File: src/rtl/pipe_cla_adder_pkg.sv
// pipe_cla_adder_pkg: shared default geometry for the pipelined carry-lookahead adder.
package pipe_cla_adder_pkg;
    localparam int DEF_WIDTH  = 16;
    localparam int DEF_SEG    = 4;
    localparam int DEF_STAGES = 4;
endpackage

File: src/rtl/pipe_cla_adder_cla_group.sv
// cla_group: SEG-bit generate/propagate lookahead group with carry-out and carry into its top bit.
module cla_group
    import pipe_cla_adder_pkg::*;
#(
    parameter int SEG = DEF_SEG
) (
    input  logic [SEG-1:0] a,
    input  logic [SEG-1:0] b,
    input  logic           cin,
    output logic [SEG-1:0] sum,
    output logic           cout,
    output logic           cmsb
);
    logic [SEG-1:0] p, g;
    logic [SEG:0] c;
    logic t, acc;

    assign p = a ^ b;
    assign g = a & b;

    // each carry is a flat sum of products over the lower generate/propagate terms
    always_comb begin
        c = '0;
        t = 1'b1;
        acc = 1'b0;
        for (int i = 0; i <= SEG; i++) begin
            t = 1'b1;
            acc = 1'b0;
            for (int j = i - 1; j >= 0; j--) begin
                acc = acc | (g[j] & t);
                t = t & p[j];
            end
            c[i] = acc | (cin & t);
        end
    end

    assign sum  = p ^ c[SEG-1:0];
    assign cout = c[SEG];
    assign cmsb = c[SEG-1];
endmodule

File: src/rtl/pipe_cla_adder.sv
// pipe_cla_adder: valid/ready pipelined adder/subtractor, one WIDTH/STAGES slice of
// lookahead groups per stage with the slice carry registered into the next stage.
module pipe_cla_adder
    import pipe_cla_adder_pkg::*;
#(
    parameter int WIDTH  = DEF_WIDTH,
    parameter int SEG    = DEF_SEG,
    parameter int STAGES = DEF_STAGES
) (
    input  logic             clk,
    input  logic             rst,
    input  logic             in_valid,
    output logic             in_ready,
    input  logic [WIDTH-1:0] a,
    input  logic [WIDTH-1:0] b,
    input  logic             cin,
    input  logic             sub,
    output logic             out_valid,
    input  logic             out_ready,
    output logic [WIDTH-1:0] sum,
    output logic             cout,
    output logic             cmsb,
    output logic             ovf,
    output logic             zero
);
    localparam int SW = WIDTH / STAGES;
    localparam int G  = SW / SEG;
    localparam int L  = STAGES - 1;

    if (WIDTH % (SEG * STAGES) != 0) begin : g_bad_geometry
        $error("pipe_cla_adder: WIDTH must be a multiple of SEG*STAGES");
    end

    logic adv;
    logic [WIDTH-1:0] xa [STAGES], xb [STAGES], xs [STAGES], ns [STAGES];
    logic xv [STAGES], xc [STAGES], nc [STAGES], nm [STAGES];
    logic [WIDTH-1:0] ra [STAGES], rb [STAGES], rs [STAGES];
    logic rv [STAGES], rc [STAGES], rm [STAGES];

    assign adv       = !rv[L] || out_ready;
    assign in_ready  = adv;
    assign out_valid = rv[L];
    assign sum       = rs[L];
    assign cout      = rc[L];
    assign cmsb      = rm[L];
    assign ovf       = rc[L] ^ rm[L];
    assign zero      = ~|rs[L];

    for (genvar k = 0; k < STAGES; k++) begin : g_stage
        logic [G:0] c;
        logic [G-1:0] m;
        logic [SW-1:0] s;
        logic unused_m;
        if (k == 0) begin : g_head
            // subtraction is folded in here: later stages only ever add
            assign xv[k] = in_valid;
            assign xa[k] = a;
            assign xb[k] = sub ? ~b : b;
            assign xs[k] = '0;
            assign xc[k] = sub | cin;
        end else begin : g_body
            assign xv[k] = rv[k-1];
            assign xa[k] = ra[k-1];
            assign xb[k] = rb[k-1];
            assign xs[k] = rs[k-1];
            assign xc[k] = rc[k-1];
        end
        assign c[0] = xc[k];
        for (genvar j = 0; j < G; j++) begin : g_grp
            cla_group #(.SEG(SEG)) u_grp (
                .a   (xa[k][k*SW + j*SEG +: SEG]),
                .b   (xb[k][k*SW + j*SEG +: SEG]),
                .cin (c[j]),
                .sum (s[j*SEG +: SEG]),
                .cout(c[j+1]),
                .cmsb(m[j])
            );
        end
        // bits above the current slice are still zero in the partial sum
        assign ns[k]    = xs[k] | (WIDTH'(s) << (k * SW));
        assign nc[k]    = c[G];
        assign nm[k]    = m[G-1];
        assign unused_m = ^m;
    end

    always_ff @(posedge clk or posedge rst) begin
        if (rst) begin
            for (int k = 0; k < STAGES; k++) begin
                rv[k] <= 1'b0;
                rs[k] <= '0;
                rc[k] <= 1'b0;
                rm[k] <= 1'b0;
            end
        end else if (adv) begin
            for (int k = 0; k < STAGES; k++) begin
                rv[k] <= xv[k];
                rs[k] <= ns[k];
                rc[k] <= nc[k];
                rm[k] <= nm[k];
            end
        end
    end

    always_ff @(posedge clk) begin
        if (adv) begin
            for (int k = 0; k < STAGES; k++) begin
                ra[k] <= xa[k];
                rb[k] <= xb[k];
            end
        end
    end
endmodule

File: config.mk
export PLATFORM = sky130hd
export DESIGN_NAME = pipe_cla_adder
export DESIGN_NICKNAME = d
export VERILOG_FILES = /design/src/rtl/pipe_cla_adder_pkg.sv /design/src/rtl/pipe_cla_adder_cla_group.sv /design/src/rtl/pipe_cla_adder.sv
export SDC_FILE = /design/constraint.sdc
export NUM_CORES = 1
export LEC_CHECK = 0
export ABC_AREA = 0
export BUFFER_PORTS_ARGS = -buffer_cell sky130_fd_sc_hd__buf_2
export CAP_MARGIN = 20
export CORE_AREA = 2 2 108 68
export CTS_CLUSTER_SIZE = 20
export DETAILED_ROUTE_END_ITERATION = 8
export DIE_AREA = 0 0 110 70
export GPL_TIMING_DRIVEN = 1
export PLACE_DENSITY = 0.81
export SLEW_MARGIN = 30
export SYNTH_ARGS = -nofsm -noshare
export SYNTH_HDL_FRONTEND = slang
export SYNTH_SLANG_ARGS = --single-unit
File: constraint.sdc
create_clock -name clk -period 3.2 [get_ports clk]
set_input_delay 0.64 -clock clk [delete_from_list [all_inputs] [get_ports clk]]
set_output_delay 0.64 -clock clk [all_outputs]
set_load 0.03 [all_outputs]
## Word level (Yosys, flattened, before mapping)

Memories as Yosys holds them, arrays and structs flattened.
Index checks and enable logic that the tools add are counted.

| word-level totals | value |
|---|---|
| flip-flop bits (word level) | 61 |
| memories kept | 2 |
| output and inout bits | 22 |
| input bits | 38 |
| bits in writable memories | 128 |

Memory list:

| memory | depth | width | read ports | clocked after Yosys merged registers in | wr ports | line | text |
|---|---|---|---|---|---|---|---|
| ra | 4 | 16 | 3 | 0 | 4 | pipe_cla_adder.sv:37 | `logic [WIDTH-1:0] ra [STAGES], rb [STAGES], rs [STAGES];` |
| rb | 4 | 16 | 3 | 0 | 4 | pipe_cla_adder.sv:37 |  |

| cells by class | value |
|---|---|
| bitwise operators | 122 |
| mux-type cells | 3 |
| reductions and logical operators | 4 |

Operators with widths:

| operator | count |
|---|---|
| $and A1 B1 Y1 | 64 |
| $or A1 B1 Y1 | 41 |
| $xor A4 B4 Y4 | 8 |
| $and A4 B4 Y4 | 4 |
| $mux W16 | 1 |
| $not A16 Y16 | 1 |
| $or A16 B12 Y16 | 1 |
| $or A16 B16 Y16 | 1 |
| $reduce_or A16 Y1 | 1 |
| $or A4 B8 Y8 | 1 |
| $logic_not A1 Y1 | 2 |
| $mux W1 | 2 |
| $logic_or A1 B1 Y1 | 1 |
| $xor A1 B1 Y1 | 1 |

## Depth between registers and ports, before layout

Gate-level depths: netlist (run 1).

| logic depth | value |
|---|---|
| depth in word-level cells | 8 |
| gate-level depth with buffers | 8 |
| gate-level depth less buffers | 6 |

## Hierarchy

A second synthesis (run 1) with hierarchy kept.

| unflattened totals | value |
|---|---|
| cells, all modules | 247 |
| area total of the unflattened synthesis | 4330.4 um^2 |

By module, submodules not included:

| module | seq. area each (um^2) | area each (um^2) | cells each | instances |
|---|---|---|---|---|
| pipe_cla_adder | 2667.6 | 3724.8 | 179 | 1 |
| cla_group at g_stage[0].g_grp[0].u_grp ... | 0.0 | 155.1 | 18 | 3 |
| cla_group at g_stage[3].g_grp[0].u_grp | 0.0 | 140.1 | 14 | 1 |

## Worst setup path after synthesis (run 1)

Ideal clock, no wire load.

| timing | value |
|---|---|
| path type | flip-flop to output port |
| start point | register rv (netlist bit out_valid) |
| end point | output in_ready |
| stages on the path, launching flop included | 4 |
| data arrival time | 1565 ps |
| path buffers | 1 |
| slack | 995 ps |
| cell sequence | dfrtp_1 -> nor2b_2 -> inv_1 -> buf_2 |

| between the ends | value |
|---|---|
| longest elaborated chain between the ends | 2 |

Ends and longest elaborated chain:

| what | line | text |
|---|---|---|
| start: declaration | pipe_cla_adder.sv:38 | `logic rv [STAGES], rc [STAGES], rm [STAGES];` |
| start signal: indexed assignment | pipe_cla_adder.sv:96 | `rv[k] <= xv[k];` |
| $logic_not A1 Y1 | pipe_cla_adder.sv:40 | `assign adv = !rv[L] \|\| out_ready;` |
| $logic_or A1 B1 Y1 | pipe_cla_adder.sv:40 |  |
| end: declaration | pipe_cla_adder.sv:13 | `output logic in_ready,` |

Every way passes these cells.

## Worst setup path after layout (run 1)

| timing | value |
|---|---|
| start point | register rs (netlist bit sum[10]) |
| end point | output zero |

| between the ends | value |
|---|---|
| longest elaborated chain between the ends | 2 |

Ends and longest elaborated chain:

| what | line | text |
|---|---|---|
| start: declaration | pipe_cla_adder.sv:37 |  |
| start signal: indexed assignment | pipe_cla_adder.sv:97 | `rs[k] <= ns[k];` |
| $reduce_or A16 Y1 | pipe_cla_adder.sv:47 | `assign zero = ~\|rs[L];` |
| $logic_not A1 Y1 | pipe_cla_adder.sv:47 |  |
| end: declaration | pipe_cla_adder.sv:24 | `output logic zero` |

Every way passes these cells.

==> results of run 1 <==
power groups by stage:
stage | logic, mW | registers, mW | clock network, mW
final | 1.45 | 2.11 | 0.852
after CTS | 1.46 | 2.11 | 0.871
after global placement | 1.41 | 2.11 | 0
after detailed placement | 1.46 | 2.14 | 0
after global routing | 1.65 | 2.17 | 0.927
after floorplan | 0.866 | 2.31 | 0
metal layers:
metal | global-route usage, % | routed length [um] | up-vias
li1 | - | - | 1213
met1 | 27.0 | 3070 | 1107
met2 | 27.6 | 2810 | 58
met3 | 6.82 | 328 | 10
met4 | 4.92 | 121 | 0
met5 | 0 | 0 | -
worst paths after layout:
check                                 endpoint                   from  depth (start not counted)
max                                       zero    sum[10]$_DFFE_PP0P_                          3
min                        sum[14]$_DFFE_PP0P_                    rst                          2
max reg2reg                   cmsb$_DFFE_PP0P_  out_valid$_DFFE_PP0P_                          4
min reg2reg                rb[2][14]$_DFFE_PP_    rb[1][14]$_DFFE_PP_                          0
max in group asynchronous     cmsb$_DFFE_PP0P_                    rst                          2
min in group clk           rb[2][14]$_DFFE_PP_    rb[1][14]$_DFFE_PP_                          0
cell families (layout without fill, tap and decap cells):
group	count (synthesis)	after routing	share of synthesized area, %
compound gates	45	45	6.80
xor+xnor	25	25	5.46
fa+ha+maj	20	20	6.99
buf+inv	19	84	2.40
flops	97	97	66.5
mux	1	1	0.281
simple gates	116	116	11.5
synthesized netlist by cell type:
cell type,number
clkbuf_1,1
o21ai_0,13
o21ai_2,1
edfxtp_1,48
nor2b_2,1
buf_6,1
fa_1,4
buf_4,2
a21o_1,3
o21a_1,1
dfrtp_1,49
xor2_1,19
o21bai_1,3
inv_1,7
and4_1,1
nor3_1,2
xnor2_1,6
a211oi_1,6
buf_2,8
ha_1,16
nor4_1,4
o31ai_2,1
nand2_1,98
o31a_1,1
mux2_2,1
a21oi_1,12
nor2_1,8
nand2b_1,2
o21ai_1,4
state kept, by name (all words and copies together) (netlist names):
signal and count:
cout 1, rb 24, out_valid 1, rv 3, rs 24, cmsb 1, g_stage.c 3, ra 24
sum 16
worst max-delay path: cells and delay by family, from the launching register on:
| kind | cells | cell delay [ns] |
|---|---|---|
| AND/OR/NAND/NOR | 2 | 0.71 |
| flip-flops | 1 | 0.41 |
| buffers and inverters | 1 | 0.19 |
layout by cell type (no fill, tap or decap), types with 2 or more instances in the layout:
master,instances
nand2_1,98
inv_6,2
nand2b_1,2
nor4_1,4
clkinv_2,2
buf_2,59
a211oi_1,6
clkbuf_8,9
inv_1,5
nor3_1,2
o21ai_0,13
ha_1,16
o21ai_1,4
a21o_1,3
o21bai_1,3
nor2_1,8
fa_1,4
xor2_1,19
xnor2_1,6
bufinv_16,2
a21oi_1,12
edfxtp_1,48
dfrtp_1,49
cell type report:
type | count | area [um2] | share of cell area, %
clock buffer | 10 | 128 | 2.78
clock inverter | 6 | 90.1 | 1.96
inverter | 7 | 30.0 | 0.654
multi-input combinational | 207 | 1250 | 27.2
sequential | 97 | 2670 | 58.1
tap | 91 | 114 | 2.48
timing repair buffer | 61 | 314 | 6.84
==> flow_summary.ini, run 1 <==
[run_status]
status = finished, final reports clean

[critical_path]
crit_fanout = 3
crit_chain = nor4_1 -> and4_1 -> buf_2
worst_ep_required_time_ns = 2.56
critPathSlowestCell = nor4_1
startpoint_type = flip-flop
endpoint_kind = output port
path_class = reg -> out
cp.arrival_ns = 1.66
regToRegSetupSlack_ns = 1.54
cpPeakStageDelay_ns = 0.46

[clock_network]
post_cts_buffers = 0
h-tree-depth = 3
numClockSinks = 97
cts_resized = 0
clock_path_buffers = 2
cts_tree = built
clk_pin_slew_ns = 0.09
root_buffer = clkbuf_8
insertion_delay_ns = 0.35
cts_hold_buf = 0
numCtsBuffers = 9

[timing]
fin_worst_skew_ns = 0.00703
finalHoldViolCount = 0
slew_viol_final = 0
fin_crit_ns = 2.30
slew_headroom_pct = 51.4
fmax_mhz = 434
setup_viol = 0
whs_ns = 0.350
rsz0062_at_grt = no
tns_ns = 0
finalCritPeriodShare_pct = 72.0
worst_pin_slew_ns = 0.729
final.setup.worst_slack_ns = 0.898

[placement]
dp_hpwl_um = 4400
portBuffers = 59
finalWeightedCongestion = 0.774
place_area_um2 = 4370
post-place-ws_ns = 0.775
dp_cells = 463

[floorplan]
die_height_um = 70
core_um2 = 6880
die_x_um = 110
die-area_um2 = 7700
ios = 60
initial_core_util_pct = 58.3
row_count = 24

[layout]
area_delta_synth_final_pct = 14.6
postLayoutCellArea_um2 = 4590
drive_gt1_share_pct = 21.1
layout.cells.non_filler = 479
final_util_pct = 66.8
n_antenna_cell = 0
num-nets-final = 441
final.fill_count = 507

[pwr]
powerDensity_nw_per_um2 = 959
power.clock.fraction_pct = 19.4
p_total_mw = 4.40
p_int_mw = 2.81
combPwrFrac_pct = 32.8
sequentialPowerShare_pct = 47.8
peakVddDrop_mv = 0.692
switching_share_pct = 36.1
cellLeakagePower_nw = 2.11
power_switching_mw = 1.59

[grt]
grt_pass1_vias = 2313
grt_pass1_wl_um = 10900
grt_use_total_pct = 18.9
grt_max_degree = 97
grt-ovfl-total = 0
antenna_found_initial = 0

[routing]
first_iter_violations = 131
vias = 2388
routedWlPerCell_um = 13.2
wl_um = 6330
firstDrtPassIters = 4
drcViolationCount = 0
vias_per_cell = 4.99
ant_nets = 0

[synth]
yosysTopAreaCell = edfxtp_1
yosys_warnings = 0
yosysTopAreaCellShare_pct = 35.9
yosysUniqueCellTypes = 29
synth_seq_cells = 97
syn-num-nets = 381
syn_inst = 323
synth_area_leaders = edfxtp_1 (36%), dfrtp_1 (31%), nand2_1 (9.2%)
ys_seq_area_share_pct = 66.5
syn_area_um2 = 4010
postSynthAreaPerCell_um2 = 12.4

[job]
drv_cap = 0

[hold_path]
hold_class = in -> async
Note: power is estimated with default switching activity, not from simulation.
==> run 2: changes to the inputs <==
--- a/config.mk
+++ b/config.mk
@@ -8,12 +8,12 @@
 export ABC_AREA = 0
 export BUFFER_PORTS_ARGS = -buffer_cell sky130_fd_sc_hd__buf_2
 export CAP_MARGIN = 20
-export CORE_AREA = 2 2 108 68
+export CORE_AREA = 2 2 118 74
 export CTS_CLUSTER_SIZE = 20
 export DETAILED_ROUTE_END_ITERATION = 8
-export DIE_AREA = 0 0 110 70
+export DIE_AREA = 0 0 120 76
 export GPL_TIMING_DRIVEN = 1
-export PLACE_DENSITY = 0.81
+export PLACE_DENSITY = 0.72
 export SLEW_MARGIN = 30
 export SYNTH_ARGS = -nofsm -noshare
 export SYNTH_HDL_FRONTEND = slang
==> constraint.sdc (replaced) <==
create_clock -name clk -period 2 [get_ports clk]
set_input_delay 0.4 -clock clk [delete_from_list [all_inputs] [get_ports clk]]
set_output_delay 0.4 -clock clk [all_outputs]
set_load 0.03 [all_outputs]
==> run 2 against run 1 <==
Against the previous run:
- critical path depth unchanged
- register-to-register slack lost 1.2 ns
- clock-buffer cell count decreased by 1
- power is 71% higher
- worst setup slack lost 0.84 ns
- via count up 2.0%
- first-iteration DRC count grew 27%
- critical path type unchanged
- largest cell class unchanged
==> flow_summary.ini, run 2 (synthesized netlist as in run 1, its figures left out) <==
[layout]
final_util_pct = 58.3
drive_gt1_share_pct = 22.3
seq_area_um2 = 2670
n_antenna_cell = 0
final_common_cell = nand2_1
final.fill_count = 699
top_regs = ra x24, rb x24, rs x24
num-nets-final = 444
area_delta_synth_final_pct = 18.6
multi_input_area_um2 = 1260
final_cell_mix = nand2_1 (98), buf_2 (59), dfrtp_1 (49)

[floorplan]
core_um2 = 8170
die_x_um = 120
die_height_um = 76
initial_core_util_pct = 49.1
ios = 60
row_count = 26
die-area_um2 = 9120

[routing]
wl_um = 6710
ant_nets = 0
firstDrtPassIters = 4
vias = 2436
first_iter_violations = 167
drcViolationCount = 0
routedWlPerCell_um = 13.3
vias_per_cell = 4.84

[timing]
final.setup.worst_slack_ns = 0.0597
worst_pin_slew_ns = 0.681
setup_viol = 0
fin_crit_ns = 1.94
finalCritPeriodShare_pct = 97.0
rsz0062_at_grt = no
fin_worst_skew_ns = 0.00651
slew_viol_final = 0
tns_ns = 0
whs_ns = 0.0817
finalHoldViolCount = 0
slew_headroom_pct = 54.6
fmax_mhz = 515

[clock_network]
insertion_delay_ns = 0.34
cts_tree = built
numCtsBuffers = 9
numClockSinks = 97
cts_hold_buf = 0
root_buffer = clkbuf_16
h-tree-depth = 3
clock_path_buffers = 2
clk_pin_slew_ns = 0.07

[critical_path]
endpoint_kind = output port
worst_ep_required_time_ns = 1.60
cp.arrival_ns = 1.54
crit_fanout = 3
rr_worst_depth = 4
startpoint_type = flip-flop
path_class = reg -> out

[grt]
grt_pass1_vias = 2329
grt_pass1_wl_um = 11400
grt_max_degree = 65
grt-ovfl-total = 0
grt_use_total_pct = 16.4
antenna_found_initial = 0

[placement]
post-place-ws_ns = 0.0818
portBuffers = 59
finalWeightedCongestion = 0.838
dp_hpwl_um = 4650

[pwr]
power.clock.fraction_pct = 24.0
p_total_mw = 7.54
p_int_mw = 4.90
power_switching_mw = 2.64
powerDensity_nw_per_um2 = 1590
combPwrFrac_pct = 31.0
switching_share_pct = 35.0
sequentialPowerShare_pct = 45.1
cellLeakagePower_nw = 2.17
peakVddDrop_mv = 0.666

[run_status]
status = finished, final reports clean

[job]
drv_cap = 0

[hold_path]
hold_class = in -> async
-- run 2: area by class of cell --
| type | count | area share, % |
|---|---|---|
| Clock buffer | 9 | 4.73 |
| Timing Repair Buffer | 64 | 7.26 |
| Tap cell | 112 | 2.95 |
| Sequential cell | 97 | 56.1 |
| Multi-Input combinational cell | 207 | 26.4 |
| Clock inverter | 7 | 1.97 |
| Inverter | 7 | 0.579 |
-- run 2: layer usage --
layer  global-route usage, %  share of wire [%]  wire (um)  up-vias
met5                       0                  0          0        -
met3                    7.04                5.7        385        5
li1                        -                  -          -     1227
met4                    4.59               0.70         47        0
met1                    23.9                 51       3400     1148
met2                    22.3                 43       2880       56
-- run 2: worst paths after layout --
path                                startpoint                   to  slack (ns)
max                         sum[9]$_DFFE_PP0P_                 zero        0.06
max in group asynchronous                  rst   rs[34]$_DFFE_PP0P_        1.40
min in group clk                          a[5]   ra[0][5]$_DFFE_PP_        0.23
min                                        rst   sum[8]$_DFFE_PP0P_        0.08
min reg2reg                rb[0][12]$_DFFE_PP_  rb[1][12]$_DFFE_PP_        0.42
max reg2reg                ra[2][12]$_DFFE_PP_     cmsb$_DFFE_PP0P_        0.30
-- run 2: timing repair --
action / CTS / global route
buffers inserted: 0 / 0
setup endpoints to repair: 1 / 0
gates resized for setup: 1 / 0
-- run 2: power by group through the flow --
| stage | logic (mW) | clock network, mW | registers, mW |
|---|---|---|---|
| 2_1_floorplan | 1.39 | 0 | 3.69 |
| 3_3_place_gp | 2.28 | 0 | 3.39 |
| 3_5_place_dp | 2.34 | 0 | 3.44 |
| 4_1_cts | 2.36 | 1.86 | 3.41 |
| 5_1_grt | 2.63 | 1.96 | 3.50 |
| 6_report | 2.33 | 1.81 | 3.40 |
-- run 2: worst max-delay path, stage by stage, from the launching register on --
cell and delay (ns):
dfrtp_1 0.40, nor4_2 0.38, and4_1 0.24, buf_2 0.19
-- run 2: per-stage QoR --
step                area [um2]  std cells
global route              4760        503
detailed placement        4430        487
global placement          4430        487
finish                    4760        503
CTS                       4760        503
floorplan                 4010        323
